**src/rtl/lcd_pkg.sv**
```systemverilog
// lcd_pkg: HD44780 command bytes, sequencer and write-phase states,
// and the fixed power-up command table shared by the LCD controller.
package lcd_pkg;

  localparam logic [7:0] LCD_FUNC_SET = 8'h38;
  localparam logic [7:0] LCD_DISP_ON  = 8'h0C;
  localparam logic [7:0] LCD_ENTRY    = 8'h06;
  localparam logic [7:0] LCD_CLEAR    = 8'h01;
  localparam logic [7:0] LCD_LINE1    = 8'h80;
  localparam logic [7:0] LCD_LINE2    = 8'hC0;

  typedef enum logic [2:0] {
    S_PWRUP,
    S_INIT,
    S_ADDR1,
    S_FETCH,
    S_DATA,
    S_ADDR2,
    S_FRAME,
    S_GAP
  } lcd_state_t;

  typedef enum logic [1:0] {
    PH_IDLE,
    PH_SETUP,
    PH_STROBE,
    PH_WAIT
  } wr_phase_t;

  function automatic logic [7:0] init_cmd(
    input logic [1:0] i
  );
    logic [7:0] c;
    unique case (i)
      2'd0: c = LCD_FUNC_SET;
      2'd1: c = LCD_DISP_ON;
      2'd2: c = LCD_ENTRY;
      2'd3: c = LCD_CLEAR;
      default: c = LCD_FUNC_SET;
    endcase
    return c;
  endfunction

endpackage

```
**src/rtl/lcd_write_strobe.sv**
```systemverilog
// lcd_write_strobe: one HD44780 byte write (SETUP, STROBE, WAIT).
// Ports: go/rs/data_byte/long_wait start a write; lcd_rs/en/data
// drive the bus; done pulses in the last WAIT cycle so the next
// write can start on the following edge with no idle cycle.
module lcd_write_strobe
  import lcd_pkg::*;
#(
  parameter int EN_P  = 25,
  parameter int CMD_W = 2500,
  parameter int CLR_W = 100000,
  parameter int CW    = 17
) (
  input  logic       clk,
  input  logic       rst,
  input  logic       go,
  input  logic       rs,
  input  logic [7:0] data_byte,
  input  logic       long_wait,
  output logic       lcd_rs,
  output logic       lcd_en,
  output logic [7:0] lcd_data,
  output logic       done
);

  localparam logic [CW-1:0] EN_LD  = CW'(EN_P - 1);
  localparam logic [CW-1:0] CMD_LD = CW'(CMD_W - 1);
  localparam logic [CW-1:0] CLR_LD = CW'(CLR_W - 1);

  wr_phase_t     phase;
  logic [CW-1:0] cnt;
  logic          long_q;

  // bus bytes are latched on go and held until the next go
  always_ff @(posedge clk) begin
    if (rst) begin
      phase    <= PH_IDLE;
      cnt      <= '0;
      long_q   <= 1'b0;
      lcd_rs   <= 1'b0;
      lcd_en   <= 1'b0;
      lcd_data <= 8'h00;
    end else if (go) begin
      phase    <= PH_SETUP;
      cnt      <= '0;
      long_q   <= long_wait;
      lcd_rs   <= rs;
      lcd_data <= data_byte;
      lcd_en   <= 1'b0;
    end else begin
      unique case (phase)
        PH_SETUP: begin
          phase  <= PH_STROBE;
          lcd_en <= 1'b1;
          cnt    <= EN_LD;
        end
        PH_STROBE: begin
          if (cnt == '0) begin
            phase  <= PH_WAIT;
            lcd_en <= 1'b0;
            cnt    <= long_q ? CLR_LD : CMD_LD;
          end else begin
            cnt <= cnt - 1'b1;
          end
        end
        PH_WAIT: begin
          if (cnt == '0) phase <= PH_IDLE;
          else cnt <= cnt - 1'b1;
        end
        PH_IDLE: ;
        default: phase <= PH_IDLE;
      endcase
    end
  end

  assign done = (phase == PH_WAIT) && (cnt == '0);

endmodule

```
**src/rtl/lcd_refresh_ctrl.sv**
```systemverilog
// lcd_refresh_ctrl: 16x2 HD44780 controller; power-up init once, then
// endless refresh of 32 chars fetched via index/char_in.
// Ports: clk, rst (sync, high), char_in; index, lcd_rs/rw/en/data,
// init_done (sticky), frame_done (1-cycle pulse per frame).
module lcd_refresh_ctrl
  import lcd_pkg::*;
#(
  parameter int POWERUP_CYC  = 750000,
  parameter int EN_PULSE_CYC = 25,
  parameter int CMD_WAIT_CYC = 2500,
  parameter int CLR_WAIT_CYC = 100000,
  parameter int GAP_CYC      = 0
) (
  input  logic       clk,
  input  logic       rst,
  input  logic [7:0] char_in,
  output logic [4:0] index,
  output logic       lcd_rs,
  output logic       lcd_rw,
  output logic       lcd_en,
  output logic [7:0] lcd_data,
  output logic       init_done,
  output logic       frame_done
);

  // zero-valued timings behave as one cycle
  localparam int PWR_N = (POWERUP_CYC  < 1) ? 1 : POWERUP_CYC;
  localparam int EN_N  = (EN_PULSE_CYC < 1) ? 1 : EN_PULSE_CYC;
  localparam int CMD_N = (CMD_WAIT_CYC < 1) ? 1 : CMD_WAIT_CYC;
  localparam int CLR_N = (CLR_WAIT_CYC < 1) ? 1 : CLR_WAIT_CYC;
  localparam int GAP_N = (GAP_CYC      < 1) ? 1 : GAP_CYC;
  localparam int BIG1  = (PWR_N > CLR_N) ? PWR_N : CLR_N;
  localparam int BIG   = (BIG1 > GAP_N) ? BIG1 : GAP_N;
  localparam int CW    = $clog2(BIG + 1);

  localparam logic [CW-1:0] PWR_LAST = CW'(PWR_N - 1);
  localparam logic [CW-1:0] GAP_LAST = CW'(GAP_N - 1);

  lcd_state_t    state;
  logic [CW-1:0] tmr;
  logic [1:0]    rom_idx;
  logic [4:0]    ptr;

  logic       wr_go;
  logic       wr_rs;
  logic [7:0] wr_byte;
  logic       wr_long;
  logic       wr_done;

  assign lcd_rw = 1'b0;

  // next write is issued in the same cycle the previous one
  // signals done, so transfers run back-to-back
  always_comb begin
    wr_go   = 1'b0;
    wr_rs   = 1'b0;
    wr_byte = 8'h00;
    unique case (state)
      S_PWRUP: begin
        if (tmr == PWR_LAST) begin
          wr_go   = 1'b1;
          wr_byte = init_cmd(2'd0);
        end
      end
      S_INIT: begin
        if (wr_done) begin
          wr_go   = 1'b1;
          wr_byte = (rom_idx == 2'd3) ? LCD_LINE1
                  : init_cmd(rom_idx + 2'd1);
        end
      end
      S_FETCH: begin
        wr_go   = 1'b1;
        wr_rs   = 1'b1;
        wr_byte = char_in;
      end
      S_DATA: begin
        if (wr_done && ptr == 5'd15) begin
          wr_go   = 1'b1;
          wr_byte = LCD_LINE2;
        end
      end
      S_FRAME: begin
        if (GAP_CYC == 0) begin
          wr_go   = 1'b1;
          wr_byte = LCD_LINE1;
        end
      end
      S_GAP: begin
        if (tmr == GAP_LAST) begin
          wr_go   = 1'b1;
          wr_byte = LCD_LINE1;
        end
      end
      default: ;
    endcase
  end

  assign wr_long = !wr_rs && (wr_byte == LCD_CLEAR);

  always_ff @(posedge clk) begin
    if (rst) begin
      state      <= S_PWRUP;
      tmr        <= '0;
      rom_idx    <= 2'd0;
      ptr        <= 5'd0;
      index      <= 5'd0;
      init_done  <= 1'b0;
      frame_done <= 1'b0;
    end else begin
      frame_done <= 1'b0;
      unique case (state)
        S_PWRUP: begin
          if (tmr == PWR_LAST) begin
            tmr   <= '0;
            state <= S_INIT;
          end else begin
            tmr <= tmr + 1'b1;
          end
        end
        S_INIT: begin
          if (wr_done) begin
            if (rom_idx == 2'd3) begin
              init_done <= 1'b1;
              state     <= S_ADDR1;
            end else begin
              rom_idx <= rom_idx + 2'd1;
            end
          end
        end
        S_ADDR1, S_ADDR2: begin
          if (wr_done) begin
            index <= ptr;
            state <= S_FETCH;
          end
        end
        S_FETCH: state <= S_DATA;
        S_DATA: begin
          if (wr_done) begin
            if (ptr == 5'd15) begin
              ptr   <= 5'd16;
              state <= S_ADDR2;
            end else if (ptr == 5'd31) begin
              ptr        <= 5'd0;
              frame_done <= 1'b1;
              state      <= S_FRAME;
            end else begin
              ptr   <= ptr + 5'd1;
              index <= ptr + 5'd1;
              state <= S_FETCH;
            end
          end
        end
        S_FRAME: begin
          tmr   <= '0;
          state <= (GAP_CYC == 0) ? S_ADDR1 : S_GAP;
        end
        S_GAP: begin
          if (tmr == GAP_LAST) begin
            tmr   <= '0;
            state <= S_ADDR1;
          end else begin
            tmr <= tmr + 1'b1;
          end
        end
        default: state <= S_PWRUP;
      endcase
    end
  end

  lcd_write_strobe #(
    .EN_P  (EN_N),
    .CMD_W (CMD_N),
    .CLR_W (CLR_N),
    .CW    (CW)
  ) u_wr (
    .clk       (clk),
    .rst       (rst),
    .go        (wr_go),
    .rs        (wr_rs),
    .data_byte (wr_byte),
    .long_wait (wr_long),
    .lcd_rs    (lcd_rs),
    .lcd_en    (lcd_en),
    .lcd_data  (lcd_data),
    .done      (wr_done)
  );

endmodule

```
**config.mk**
```make
export PLATFORM = sky130hd
export DESIGN_NAME = lcd_refresh_ctrl
export DESIGN_NICKNAME = d
export VERILOG_FILES = /design/src/rtl/lcd_pkg.sv /design/src/rtl/lcd_write_strobe.sv /design/src/rtl/lcd_refresh_ctrl.sv
export SDC_FILE = /design/constraint.sdc
export NUM_CORES = 1
export LEC_CHECK = 0
export CAP_MARGIN = 5
export CORE_MARGIN = 3
export CORE_UTILIZATION = 57
export DETAILED_ROUTE_END_ITERATION = 7
export MAX_ROUTING_LAYER = met4
export PLACE_DENSITY = 0.78
export SETUP_SLACK_MARGIN = 0.02
export SLEW_MARGIN = 20
export SYNTH_ARGS = -nofsm -noshare
export SYNTH_HDL_FRONTEND = slang
export SYNTH_SLANG_ARGS = --single-unit
```
**constraint.sdc**
```tcl
create_clock -name clk -period 2.6 [get_ports clk]
set_input_delay 0.39 -clock clk [delete_from_list [all_inputs] [get_ports clk]]
set_output_delay 0.39 -clock clk [all_outputs]
set_load 0.01 [all_outputs]
```
==> results by group, run 1 <==
Logic synthesis
  • Asr flop ratio synth: 0%
  • Post-synthesis cell area: 0.00392 sq mm
  • Mapped Avg Cell Area: around 8 sq um
  • Cell count after synthesis: 491
  • Top_reg_cell synth: dfxtp_1
  • Seq/Total Area, Yosys: 35.7%
  • Synth unique cells: 60
  • Yosys warns: 0
  • Number of synthesized register bits: 70
  • EDFF count, synth: 0
  • Post-Syn Nets: a little over 500

Timing
  • Final hold violation count: 0
  • Tmin final: 2.43 ns
  • Setup Skew: 0.0117 ns
  • Tcrit/Tclk final: around 93%
  • Hold Slack: between 0.4 and 0.5 ns
  • Max-slew headroom: about half
  • Setup Viol. Count Final: 0
  • Fin Setup TNS: 0 ns
  • RSZ-0062 raised after global routing: no
  • Max Slew Vio Count: 0
  • FMAX: 412 MHz
  • PnR worst setup slack: 0.173 ns
  • Worst-margin pin slew: approximately 0.77 ns

Detailed routing
  • DRT iter0 DRCs: 256
  • Via Count: 3,683
  • Vias/cell: 6.06
  • Final wirelength: approximately 10000 um
  • DRC errors left: 0
  • Wire per inst: 16.4 um
  • First-pass DRT Iterations: 5
  • Antenna violation net count after detailed routing: 0

Clock network
  • Number of buffers created by CTS: 9
  • Setup bufs post-CTS: 0
  • TritonCTS clock tree: built
  • TritonCTS Sinks: 70
  • CTS Root Cell: clkbuf_8
  • Clock latency on the worst-skew pair: 0.35 ns
  • H-tree depth: 3
  • CTS clk-pin slew, worst paths: 0.08 ns
  • Clock Path Buffers: 2

Die
  • Die H: 89.0 um
  • Row Count: 29
  • Die ar.: 0.00791 sq mm
  • Die X-Extent: 89.0 um
  • Initial core utilization: roughly three fifths
  • Num ports: 28
  • CORE AREA: between 0.006 and 0.007 sq mm

Layout
  • Share of cells above drive strength 1: about 11%
  • Fillers: 514
  • Area occupied by multi-input gates: around 0.0024 sq mm
  • Storage element area: roughly 0.0014 sq mm
  • Fin nets: 550
  • Design Area, Final: around 0.0046 sq mm
  • Syn-to-layout area delta: 17.7%
  • ANT cells: 0

Global routing
  • Vias in the first global route: 3,533
  • Initial antenna violation count: 0
  • GRT Overall Usage: 27.4%
  • Largest net degree at the start of global routing: 21
  • Global-route wire length before repair: approximately 17,000 um
  • Grt ovf: 0

Setup path
  • Setup crit end kind: flop
  • Critical Path Max Stage Delay: 0.58 ns
  • Crit path buf inv count: 0
  • Worst endpoint required time: 2.85 ns
  • Crit path cell chain: nor4_4 > and3_2 > nand2_1 > o22ai_2 > o21ai_0 > a211oi_1
  • WS Path Type: flop to flop
  • Max FO, Critical Path: 8
  • Worst-path cell with the longest stage delay: nor4_4
  • CP Launch Type: flop
  • Worst Path Arrival: 2.68 ns
  • CP delay by family, top: simple AND/OR/NAND/NOR gates

Power
  • Total power: 0.00573 W
  • Worst vdd ir: between 0.5 and 0.6 mV
  • Pwr dens: 1240 mW/mm^2
  • Leak pwr: ~1.7 nW

Run
  • Max Cap Viol: 0

Placed design
  • Pre-CTS setup slack: 0.0916 ns
  • Dpl hpwl: 6860 um
  • Post-Place Cell Area: 0.00432 sq mm
  • IO Port Bufs: 26
  • GP Congestion: around 0.87

Min path
  • Min-Delay Path Class: flop to flop

Status
  • Status: complete, no violations
cell usage in the layout (no fill, tap or decap), types with 18 or more instances in the layout:
master	Yosys	layout
a21oi_1	29	29
buf_4	3	18
clkdlybuf4s50_1	0	26
dfxtp_1	70	70
inv_1	19	19
nand2_1	42	42
nand3_1	24	24
nor2_1	75	75
o21ai_0	21	21
xnor2_1	18	18
report_power, final:
group,internal [W],switching (W)
registers,0.00121,0.000181
clock network,0.000789,0.000430
logic,0.00115,0.00197
final cells by class:
type | instances | area share [%]
multi-input cells | 382 | 51.4
flip-flops and latches | 70 | 30.3
repair buffers | 44 | 8.56
clock buffers | 11 | 3.28
clock inverters | 5 | 2.79
well taps | 77 | 2.09
inverters | 19 | 1.54
metal layers:
metal | vias to the layer above | share of wire [%] | track usage (%)
met5 | - | 0 | -
met1 | 1732 | 42 | 34.8
met2 | 125 | 50 | 44.6
met4 | 0 | 2.3 | 10.4
met3 | 26 | 5.8 | 3.59
li1 | 1800 | - | -
state kept, by name, indices dropped and copies added (netlist names):
| name | flops |
|---|---|
| ptr | 5 |
| u_wr.cnt | 20 |
| u_wr.lcd_data | 8 |
| rom_idx | 2 |
| u_wr.lcd_en | 1 |
| u_wr.lcd_rs | 1 |
| frame_done | 1 |
| u_wr.long_q | 1 |
| index | 5 |
| u_wr.phase | 2 |
| tmr | 20 |
| init_done | 1 |
| state | 3 |
through the flow:
step / util [%] / instances
final: 71.1 / 608
after global routing: 71.1 / 608
after CTS: 70.9 / 608
after detailed placement: 66.5 / 592
after global placement: 66.5 / 592
after floorplan: - / 491
worst register-to-register path, stage by stage, from the launching register on:
cell and delay [ns]:
dfxtp_1 0.39, nor4_4 0.58, and3_2 0.41, nand2_1 0.20, o22ai_2 0.31, o21ai_0 0.13
a211oi_1 0.31
kinds of logic after synthesis:
group,synth area share [%]
compound gates,15.6
xor+xnor,6.92
fa+ha+maj,4.47
buf+inv,4.18
flops,35.7
mux,2.11
other cells,0.0956
simple gates,30.9
final timing paths:
kind | start | to | slack, ns | cells past startpoint
min | u_wr.lcd_data[4] | u_wr.lcd_data[4] | 0.46 | 2
max reg2reg | u_wr.cnt[6] | u_wr.cnt[3] | 0.17 | 6
max | u_wr.cnt[6] | u_wr.cnt[3] | 0.17 | 6
min reg2reg | u_wr.lcd_data[4] | u_wr.lcd_data[4] | 0.46 | 2
Yosys cell counts (6+ instances only):
cell type   n  area share [%]
xnor2_1    18             4.0
o21ai_0    21             2.7
mux2i_1     6             1.5
nor2_1     75             7.2
nor2b_1     8             1.3
clkbuf_1   11             1.1
a31oi_1    10             1.6
dfxtp_1    70              36
and3_1     10             1.6
nor3_1     14             1.8
nor4_1      6            0.96
nand4_1    13             2.1
ha_1       14             4.5
nand3_1    24             3.1
xor2_1     13             2.9
inv_1      19             1.8
nand2_1    42             4.0
a21oi_1    29             3.7
repair_timing:
action / 4_1_cts / 5_1_grt
gates resized for setup: 0 / 3
hold buffers: 0 / 0
setup endpoints to repair: 0 / 5
Note: power is estimated with default switching activity, not from simulation.
==> run 2, diff against run 1 <==
==> constraint.sdc (replaced) <==
create_clock -name clk -period 2.4 [get_ports clk]
set_input_delay 0.36 -clock clk [delete_from_list [all_inputs] [get_ports clk]]
set_output_delay 0.36 -clock clk [all_outputs]
set_load 0.01 [all_outputs]
==> run 2 against run 1 <==
  * First-iteration DRC count grew 24%
  * Clock-buffer cell count did not move
  * Highest routed layer unchanged
  * Global-route usage decreased by 2.2 points
  * Wire length fell by 6.5%
  * Sequential power increased by 9%
  * Setup slack got worse by 0.022 ns
  * Fmax increased by 7.9%
  * Largest cell class unchanged
==> results by group, run 2 (same netlist as run 1, synthesis figures left out) <==
Power
  • Leak pwr: 1.69 nW (was 1.70 nW)
  • Pwr dens: 1290 mW/mm^2 (was 1240 mW/mm^2)
  • Total power: 0.00587 W (was 0.00573 W)
  • Worst vdd ir: 0.716 mV (was 0.539 mV)

Timing
  • PnR worst setup slack: 0.151 ns (was 0.173 ns)
  • FMAX: 445 MHz (was 412 MHz)
  • Tmin final: 2.25 ns (was 2.43 ns)
  • Setup Viol. Count Final: 0 (unchanged)
  • RSZ-0062 raised after global routing: no (unchanged)
  • Hold Slack: 0.456 ns (was 0.458 ns)
  • Worst-margin pin slew: 0.679 ns (was 0.766 ns)
  • Final hold violation count: 0 (unchanged)
  • Max-slew headroom: 54.5% (was 48.7%)
  • Tcrit/Tclk final: 93.7% (was 93.4%)
  • Fin Setup TNS: 0 ns (unchanged)
  • Max Slew Vio Count: 0 (unchanged)
  • Setup Skew: 0.0112 ns (was 0.0117 ns)

Setup path
  • Setup crit end kind: flop (unchanged)
  • Max FO, Critical Path: 10 (was 8)
  • Worst-path cell with the longest stage delay: or4_4 (was nor4_4)
  • Crit path cell chain: or4_4 > or3_4 > o21ai_2 > and3_4 > or2_2 > a211oi_1 (was nor4_4 > and3_2 > nand2_1 > o22ai_2 > o21ai_0 > a211oi_1)
  • WS Path Type: flop to flop (unchanged)
  • CP delay by family, top: simple AND/OR/NAND/NOR gates (unchanged)
  • Crit path buf inv count: 0 (unchanged)
  • Critical Path Max Stage Delay: 0.57 ns (was 0.58 ns)
  • CP Launch Type: flop (unchanged)
  • Worst endpoint required time: 2.63 ns (was 2.85 ns)
  • Worst Path Arrival: 2.48 ns (was 2.68 ns)

Die
  • Die X-Extent: 89.0 um (unchanged)
  • Row Count: 29 (unchanged)
  • Num ports: 28 (unchanged)
  • Die H: 89.0 um (unchanged)
  • Die ar.: 0.00791 sq mm (unchanged)
  • Initial core utilization: 60.4% (unchanged)
  • CORE AREA: 0.00649 sq mm (unchanged)

Global routing
  • Largest net degree at the start of global routing: 26 (was 21)
  • Global-route wire length before repair: 15,100 um (was 16,600 um)
  • Grt ovf: 0 (unchanged)
  • Vias in the first global route: 3,302 (was 3,533)
  • Initial antenna violation count: 0 (unchanged)
  • GRT Overall Usage: 25.2% (was 27.4%)

Detailed routing
  • Vias/cell: 5.99 (was 6.06)
  • Via Count: 3,672 (was 3,683)
  • DRC errors left: 0 (unchanged)
  • DRT iter0 DRCs: 317 (was 256)
  • Antenna violation net count after detailed routing: 0 (unchanged)
  • First-pass DRT Iterations: 5 (unchanged)
  • Final wirelength: 9350 um (was 10000 um)
  • Wire per inst: 15.3 um (was 16.4 um)

Placed design
  • IO Port Bufs: 26 (unchanged)
  • GP Congestion: 0.986 (was 0.874)
  • Dpl hpwl: 6740 um (was 6860 um)
  • Pre-CTS setup slack: 0.121 ns (was 0.0916 ns)

Clock network
  • Number of buffers created by CTS: 9 (unchanged)
  • H-tree depth: 3 (unchanged)
  • CTS Root Cell: clkbuf_8 (unchanged)
  • Cts hold-fix bufs: 0 (unchanged)
  • Setup bufs post-CTS: 0 (unchanged)
  • Clock Path Buffers: 2 (unchanged)
  • TritonCTS Sinks: 70 (unchanged)
  • TritonCTS clock tree: built (unchanged)
  • Clock latency on the worst-skew pair: 0.35 ns (about the same)
  • CTS resizes: 0 (unchanged)
  • CTS clk-pin slew, worst paths: 0.07 ns (was 0.08 ns)

Layout
  • Final Util: 70.3% (was 71.1%)
  • ANT cells: 0 (unchanged)
  • Share of cells above drive strength 1: 11.9% (was 11.1%)
  • Largest registers: tmr x20, u_wr.cnt x20, u_wr.lcd_data x8 (unchanged)
  • Most frequent cells in the layout: nor2_1, dfxtp_1, nand2_1 (unchanged)
  • Commonest non-fill, non-tap cell in the layout: nor2_1 (unchanged)
  • Syn-to-layout area delta: 16.3% (was 17.7%)
  • Fin nets: 558 (was 550)

Status
  • Status: complete, no violations (unchanged)

Min path
  • Min-Delay Path Class: flop to flop (unchanged)

Run
  • Max Cap Viol: 0 (unchanged)
run 2: layout make-up:
type / count / area, sq um
multi-input combinational: 382 / 2380
clock inverter: 2 / 10.0
inverter: 19 / 71.3
timing repair buffer: 52 / 455
clock buffer: 11 / 151
fill: 528 / 1930
tap: 77 / 96.3
sequential: 70 / 1400
run 2: worst paths after layout:
| check | end | start | slack [ns] | cells after the start |
|---|---|---|---|---|
| setup / recovery | u_wr.cnt[3] | u_wr.cnt[10] | 0.15 | 6 |
| hold reg to reg | u_wr.lcd_data[4] | u_wr.lcd_data[4] | 0.46 | 2 |
| hold / removal | u_wr.lcd_data[4] | u_wr.lcd_data[4] | 0.46 | 2 |
| setup reg to reg | u_wr.cnt[3] | u_wr.cnt[10] | 0.15 | 6 |
run 2: routing by layer:
| layer | vias up | global-route usage [%] | routed length [um] |
|---|---|---|---|
| met5 | - | - | 0 |
| met4 | 0 | 10.6 | 233 |
| met3 | 24 | 4.06 | 560 |
| met2 | 144 | 40.6 | 4390 |
| met1 | 1684 | 31.5 | 4160 |
| li1 | 1820 | - | - |
run 2: metrics by stage:
stage	area [sq um]	cells
floorplan	3920	491
global placement	4380	600
detailed placement	4380	600
CTS	4540	613
global route	4560	613
finish	4560	613
run 2: power breakdown:
| group | switching [W] | internal, W |
|---|---|---|
| Combinational | 0.00211 | 0.00142 |
| Clock | 0.000419 | 0.000411 |
| Sequential | 0.000196 | 0.00131 |
run 2: worst min-delay path: cells and delay by family, from the launching register on:
family           cells  cell delay, ns
AO/OA/AOI/OAI        1            0.05
AND/OR/NAND/NOR      1            0.04
flip-flops           1            0.33
